[src/rtl/fwd_pkg.sv]
`default_nettype none
// ============================================================================
// Module      : fwd_pkg
// Description : Shared types and constants for the forwarding scoreboard.
//               sb_entry_t describes one in-flight writer in the shadow
//               pipeline. Its rd/lat fields use fixed maximum widths, so
//               scoreboard instances must keep AW <= SB_AW_MAX and
//               LW <= SB_LW_MAX. Narrower values are zero-extended.
// Revision    : 1.0 - initial release
// ============================================================================
package fwd_pkg;

  localparam int SB_AW_MAX = 8;
  localparam int SB_LW_MAX = 8;

  // One shadow-pipeline slot.
  typedef struct packed {
    logic                 valid;
    logic                 we;
    logic [SB_AW_MAX-1:0] rd;
    logic [SB_LW_MAX-1:0] lat;
  } sb_entry_t;

  localparam logic [SB_LW_MAX-1:0] LAT_ALU  = SB_LW_MAX'(1);
  localparam logic [SB_LW_MAX-1:0] LAT_LOAD = SB_LW_MAX'(2);
  localparam int                   FWD_RF   = 0;
  localparam sb_entry_t            SB_BUBBLE = '0;

  // x0 is hard-wired, so writes to it never produce a bypassable value.
  function automatic logic is_producer(input sb_entry_t e,
                                       input logic [SB_AW_MAX-1:0] r);
    return e.valid && e.we && (e.rd != '0) && (e.rd == r);
  endfunction

endpackage
`default_nettype wire

[src/rtl/fwd_src_match.sv]
`default_nettype none
// ============================================================================
// Module      : fwd_src_match
// Description : Bypass lookup for one source operand. Finds the youngest
//               in-flight producer of rs and reports either a bypass select
//               (its stage position next cycle) or a hazard when that
//               producer's result will not yet be available.
// Ports       : sb     - shadow pipeline, sb[0] = instruction in EX
//               rs     - source register address
//               used   - source is actually read
//               sel    - bypass select (0 = register file)
//               hazard - youngest producer not forwardable, ID must stall
// Revision    : 1.0 - initial release
// ============================================================================
module fwd_src_match
  import fwd_pkg::*;
#(
  parameter int AW    = 5,
  parameter int DEPTH = 2,
  parameter int SW    = $clog2(DEPTH+1)
) (
  input  sb_entry_t [DEPTH-1:0] sb,
  input  logic      [AW-1:0]    rs,
  input  logic                  used,
  output logic      [SW-1:0]    sel,
  output logic                  hazard
);

  logic [DEPTH-1:0] w_hit;
  logic [DEPTH-1:0] w_ok;
  logic             w_found;
  logic             w_fwd;
  logic [SW-1:0]    w_sel;

  // Entry g will sit at bypass stage g+1 next cycle. lat <= g+1 also covers
  // lat = 0 (treated as 1) and excludes lat > DEPTH, since g+1 <= DEPTH.
  generate
    for (genvar g = 0; g < DEPTH; g++) begin : g_entry
      assign w_hit[g] = is_producer(sb[g], SB_AW_MAX'(rs));
      assign w_ok[g]  = (sb[g].lat <= SB_LW_MAX'(g + 1));
    end
  endgenerate

  // Scan oldest to youngest so the youngest hit wins; an older forwardable
  // copy therefore never masks a younger stalling one.
  always_comb begin
    w_found = 1'b0;
    w_fwd   = 1'b0;
    w_sel   = SW'(FWD_RF);
    for (int i = DEPTH - 1; i >= 0; i--) begin
      if (w_hit[i]) begin
        w_found = 1'b1;
        w_fwd   = w_ok[i];
        w_sel   = SW'(i + 1);
      end
    end
  end

  assign hazard = used & w_found & ~w_fwd;
  assign sel    = (used & w_found & w_fwd) ? w_sel : SW'(FWD_RF);

endmodule
`default_nettype wire

[src/rtl/fwd_scoreboard.sv]
`default_nettype none
// ============================================================================
// Module      : fwd_scoreboard
// Description : Bypass/hazard scoreboard for the in-order integer pipeline.
//               Keeps a shadow pipeline of in-flight writers behind EX,
//               raises a combinational stall for ID when a source's youngest
//               producer is not yet bypassable, and registers per-operand
//               bypass selects for the instruction entering EX.
// Ports       : clk, rst_n          - clock, async active-low reset
//               id_valid/id_rs/id_rs_used/id_rd/id_we/id_lat - ID instruction
//               hold               - pipeline-wide freeze
//               flush              - kill the ID instruction
//               stall              - ID must not advance (combinational)
//               ex_fwd_sel         - registered bypass selects for EX
//               perf_stall_cnt     - saturating stall-cycle counter
// Config      : define FWD_STALL_CNT_EN to build the stall counter;
//               otherwise perf_stall_cnt is tied to zero.
// Revision    : 1.0 - initial release
// ============================================================================
module fwd_scoreboard
  import fwd_pkg::*;
#(
  parameter int AW    = 5,
  parameter int NSRC  = 2,
  parameter int DEPTH = 2,
  parameter int LW    = $clog2(DEPTH+2),
  parameter int SW    = $clog2(DEPTH+1)
) (
  input  logic                       clk,
  input  logic                       rst_n,
  input  logic                       id_valid,
  input  logic [NSRC-1:0][AW-1:0]    id_rs,
  input  logic [NSRC-1:0]            id_rs_used,
  input  logic [AW-1:0]              id_rd,
  input  logic                       id_we,
  input  logic [LW-1:0]              id_lat,
  input  logic                       hold,
  input  logic                       flush,
  output logic                       stall,
  output logic [NSRC-1:0][SW-1:0]    ex_fwd_sel,
  output logic [31:0]                perf_stall_cnt
);

  sb_entry_t [DEPTH-1:0]      r_sb;
  logic [NSRC-1:0][SW-1:0]    r_sel;
  logic [NSRC-1:0][SW-1:0]    w_sel;
  logic [NSRC-1:0]            w_hazard;
  sb_entry_t                  w_id_entry;

  generate
    for (genvar g = 0; g < NSRC; g++) begin : g_src
      fwd_src_match #(
        .AW    (AW),
        .DEPTH (DEPTH),
        .SW    (SW)
      ) u_match (
        .sb     (r_sb),
        .rs     (id_rs[g]),
        .used   (id_rs_used[g]),
        .sel    (w_sel[g]),
        .hazard (w_hazard[g])
      );
    end
  endgenerate

  // Depends only on registered state and ID inputs, never on hold/flush.
  assign stall = id_valid & (|w_hazard);

  always_comb begin
    w_id_entry       = SB_BUBBLE;
    w_id_entry.valid = id_valid;
    w_id_entry.we    = id_we;
    w_id_entry.rd    = SB_AW_MAX'(id_rd);
    w_id_entry.lat   = SB_LW_MAX'(id_lat);
  end

  // hold freezes everything; flush and stall both inject a bubble into EX
  // while older writers keep draining, so the stalled instruction sees
  // its producer move one stage further each cycle.
  always_ff @(posedge clk or negedge rst_n) begin
    if (!rst_n) begin
      r_sb  <= '0;
      r_sel <= '0;
    end else if (!hold) begin
      for (int k = DEPTH - 1; k > 0; k--) begin
        r_sb[k] <= r_sb[k-1];
      end
      if (flush || stall) begin
        r_sb[0] <= SB_BUBBLE;
        r_sel   <= '0;
      end else begin
        r_sb[0] <= w_id_entry;
        r_sel   <= w_sel;
      end
    end
  end

  assign ex_fwd_sel = r_sel;

`ifdef FWD_STALL_CNT_EN
  logic [31:0] r_stall_cnt;

  always_ff @(posedge clk or negedge rst_n) begin
    if (!rst_n) begin
      r_stall_cnt <= '0;
    end else if (stall && !hold && !flush && (r_stall_cnt != '1)) begin
      r_stall_cnt <= r_stall_cnt + 32'd1;
    end
  end

  assign perf_stall_cnt = r_stall_cnt;
`else
  assign perf_stall_cnt = '0;
`endif

endmodule
`default_nettype wire

[config.mk]
export PLATFORM = sky130hd
export DESIGN_NAME = fwd_scoreboard
export DESIGN_NICKNAME = d
export VERILOG_FILES = /design/src/rtl/fwd_pkg.sv /design/src/rtl/fwd_src_match.sv /design/src/rtl/fwd_scoreboard.sv
export SDC_FILE = /design/constraint.sdc
export NUM_CORES = 1
export LEC_CHECK = 0
export CAP_MARGIN = 20
export CORE_ASPECT_RATIO = 2
export CORE_MARGIN = 2
export CORE_UTILIZATION = 45
export DETAILED_ROUTE_END_ITERATION = 8
export GPL_ROUTABILITY_DRIVEN = 0
export PLACE_DENSITY = 0.84
export SLEW_MARGIN = 20
export SYNTH_ARGS = -nofsm -noshare
export SYNTH_HDL_FRONTEND = slang
export SYNTH_SLANG_ARGS = --single-unit
[constraint.sdc]
create_clock -name clk -period 3.52 [get_ports clk]
set_clock_uncertainty 0.1 [all_clocks]
set_input_delay 0.528 -clock clk [delete_from_list [all_inputs] [get_ports clk]]
set_output_delay 0.528 -clock clk [all_outputs]
set_load 0.01 [all_outputs]
==> reports/metrics.yaml <==
final_cells: 202
cts.clk_slew.worst_paths_ns: 0.08
multi_input_area_um2: 795.8
grt_pass1_vias: 1105
firstDrtPassIters: 4
synth_edf_count: 0
synth_commonest_cells: "32 x buf_4, 22 x dfrtp_1, 12 x xnor2_1, 9 x mux2_2"
io_buffer_count: 29
nFillCells: 288
outcome: "finished, final reports clean"
required_ns: 2.89
tightestPinTransition_ns: 0.7458
ys_warn_count: 0
final_nets: 197
critPathMaxFanout: 5
ff_latch_area_um2: 550.5
die_w_um: 44.44
ir_drop_mv: 0.2737
p_leak_uw: 0.0007670
worstSetupPathType: "reg2out"
start_util: 0.4661
yosysMostFrequentCell: "buf_4"
cts_sinks: 22
synth_cell_types: 38
hpwl_mm: 2.564
hold_viol: 0
syn_area_um2: 1471
arrival_ns: 2.78
min_period_ns: 3.405
cts-root-buf: "clkbuf_8"
ys_async_sr_fraction: 1.000
diodes: 0
slew-limit-headroom: 0.4899
io_pins: 62
powerDensity_nw_per_um2: 350.4
ys_ff_latch: 22
grt_util_all_layers: 0.1709
clkLatencyLatePin_ns: 0.27
numPlacedInstances: 197
synthCells: 139
wirelength_mm: 3.056
drc_errors: 0
synth_top_area_frac: 0.3741
routed_via_density: 5.391
setup_violations: 0
die-area_um2: 3771
row_count: 29
cp-start-kind: "register"
die_h_um: 84.87
fin_crit_sh: 0.9673
cts-buffers-inserted: 3
hold_class: "in2async"
yosys-top-cells-area: "dfrtp_1 37%, buf_4 16%, xnor2_1 7.1%"
synth_top_cell_by_area: "dfrtp_1"
maxSlewViolCount: 0
cts_max_path_buffers: 2
avgRoutedWirePerCell_um: 15.13
first_iter_violations: 20
drive_gt1_frac: 0.1520
grt_max_degree: 23
max_freq_mhz: 293.7
endpoint_kind: "primary output"
syn_avg_cell_area_um2: 10.59
area_growth_pct: 18.79
core_area_um2: 3157
postRouteAntennaNets: 0
cts.htree.levels: 1
setup_ws_ns: 0.1152
antenna_found_initial: 0
ys_seq_area_frac: 0.3741
grt-ovfl-total: 0
cts_tree: "yes"
maxCapViolCount: 0
hold_ws_ns: 0.1155
place_ws_ns: 0.1104
grt_pass1_wl_mm: 4.850
synth_ff_type: "dfrtp_1"
vias: 1089
## cell usage in the layout (no fill, tap or decap), types with 2 or more instances in the layout
cell / instances
clkdlybuf4s50_1: 28
mux2_2: 9
or4_1: 2
xor2_1: 8
xnor2_1: 12
dfrtp_1: 22
nand2_1: 4
o21ai_0: 3
nand3b_1: 2
o211ai_1: 2
o21ai_1: 2
conb_1: 32
clkbuf_8: 4
nor4_2: 2
a22o_1: 8
nand3_1: 5
buf_4: 3
## metal layers
layer,global-route usage,share of wire
met4,0.1019,0.040
met1,0.1493,0.31
met3,0.02979,0.066
met2,0.3289,0.59
met5,0,0
## sequential cells by signal, indices dropped and copies added, names as in the netlist
name        flops
ex_fwd_sel      4
r_sb           18
## path summary, 6_finish.rpt
path	start	end	slack, ns	depth (start not counted)
hold reg to reg	ex_fwd_sel[1]	ex_fwd_sel[1]	0.39	1
min in group clk	ex_fwd_sel[1]	ex_fwd_sel[1]	0.39	1
setup / recovery	r_sb[10]	stall	0.12	7
setup reg to reg	r_sb[26]	r_sb[10]	1.16	6
hold / removal	rst_n	r_sb[18]	0.12	1
max in group asynchronous	rst_n	ex_fwd_sel[3]	2.85	1
## cell type report
type	instances	area share
sequential	22	0.3150
multi-input combinational	113	0.4553
timing repair buffer	32	0.1761
clock buffer	4	0.03150
tap	31	0.02219
## what timing repair did
item,CTS,global route
setup buffers,0,1
endpoints found under the setup margin,0,1
resized for setup,0,2
hold buffers,0,0
## cell families after synthesis
group | after synthesis | share of synthesized area
DFF | 22 | 0.3742
other | 1 | 0.002549
xor gates and xnor gates | 20 | 0.1190
muxes | 11 | 0.08588
AOI/OAI and AO/OA | 24 | 0.1361
and+or+nand+nor | 26 | 0.1114
buffers and inverters | 35 | 0.1709
## power breakdown
group | total (uW) | switching (uW) | leakage [uW] | internal, uW
registers | 298 | 26.4 | 0.000290 | 272
logic | 129 | 62.8 | 0.000448 | 66.4
clock network | 185 | 85.2 | 0.0000288 | 99.9
total | 612 | 174 | 0.000767 | 438
## worst max-delay path, stage by stage (launching register included)
cell             delay [ns]
dfrtp_1                0.45
or4_1                  0.56
o211ai_1               0.27
or2_2                  0.21
mux2i_2                0.26
a21oi_1                0.10
nor2b_1                0.12
clkdlybuf4s50_1        0.53
## metrics by stage
step | util | total power (uW) | setup TNS, ns | cell area (um^2)
floorplan | - | 397.8 | 0 | 1588
global placement | 0.5323 | 422.4 | 0 | 1680
detailed placement | 0.5323 | 429.2 | 0 | 1680
CTS | 0.5497 | 609.2 | 0 | 1735
global route | 0.5537 | 640.9 | -0.004131 | 1748
finish | 0.5537 | 612.5 | 0 | 1748
Note: power is estimated with default switching activity, not from simulation.
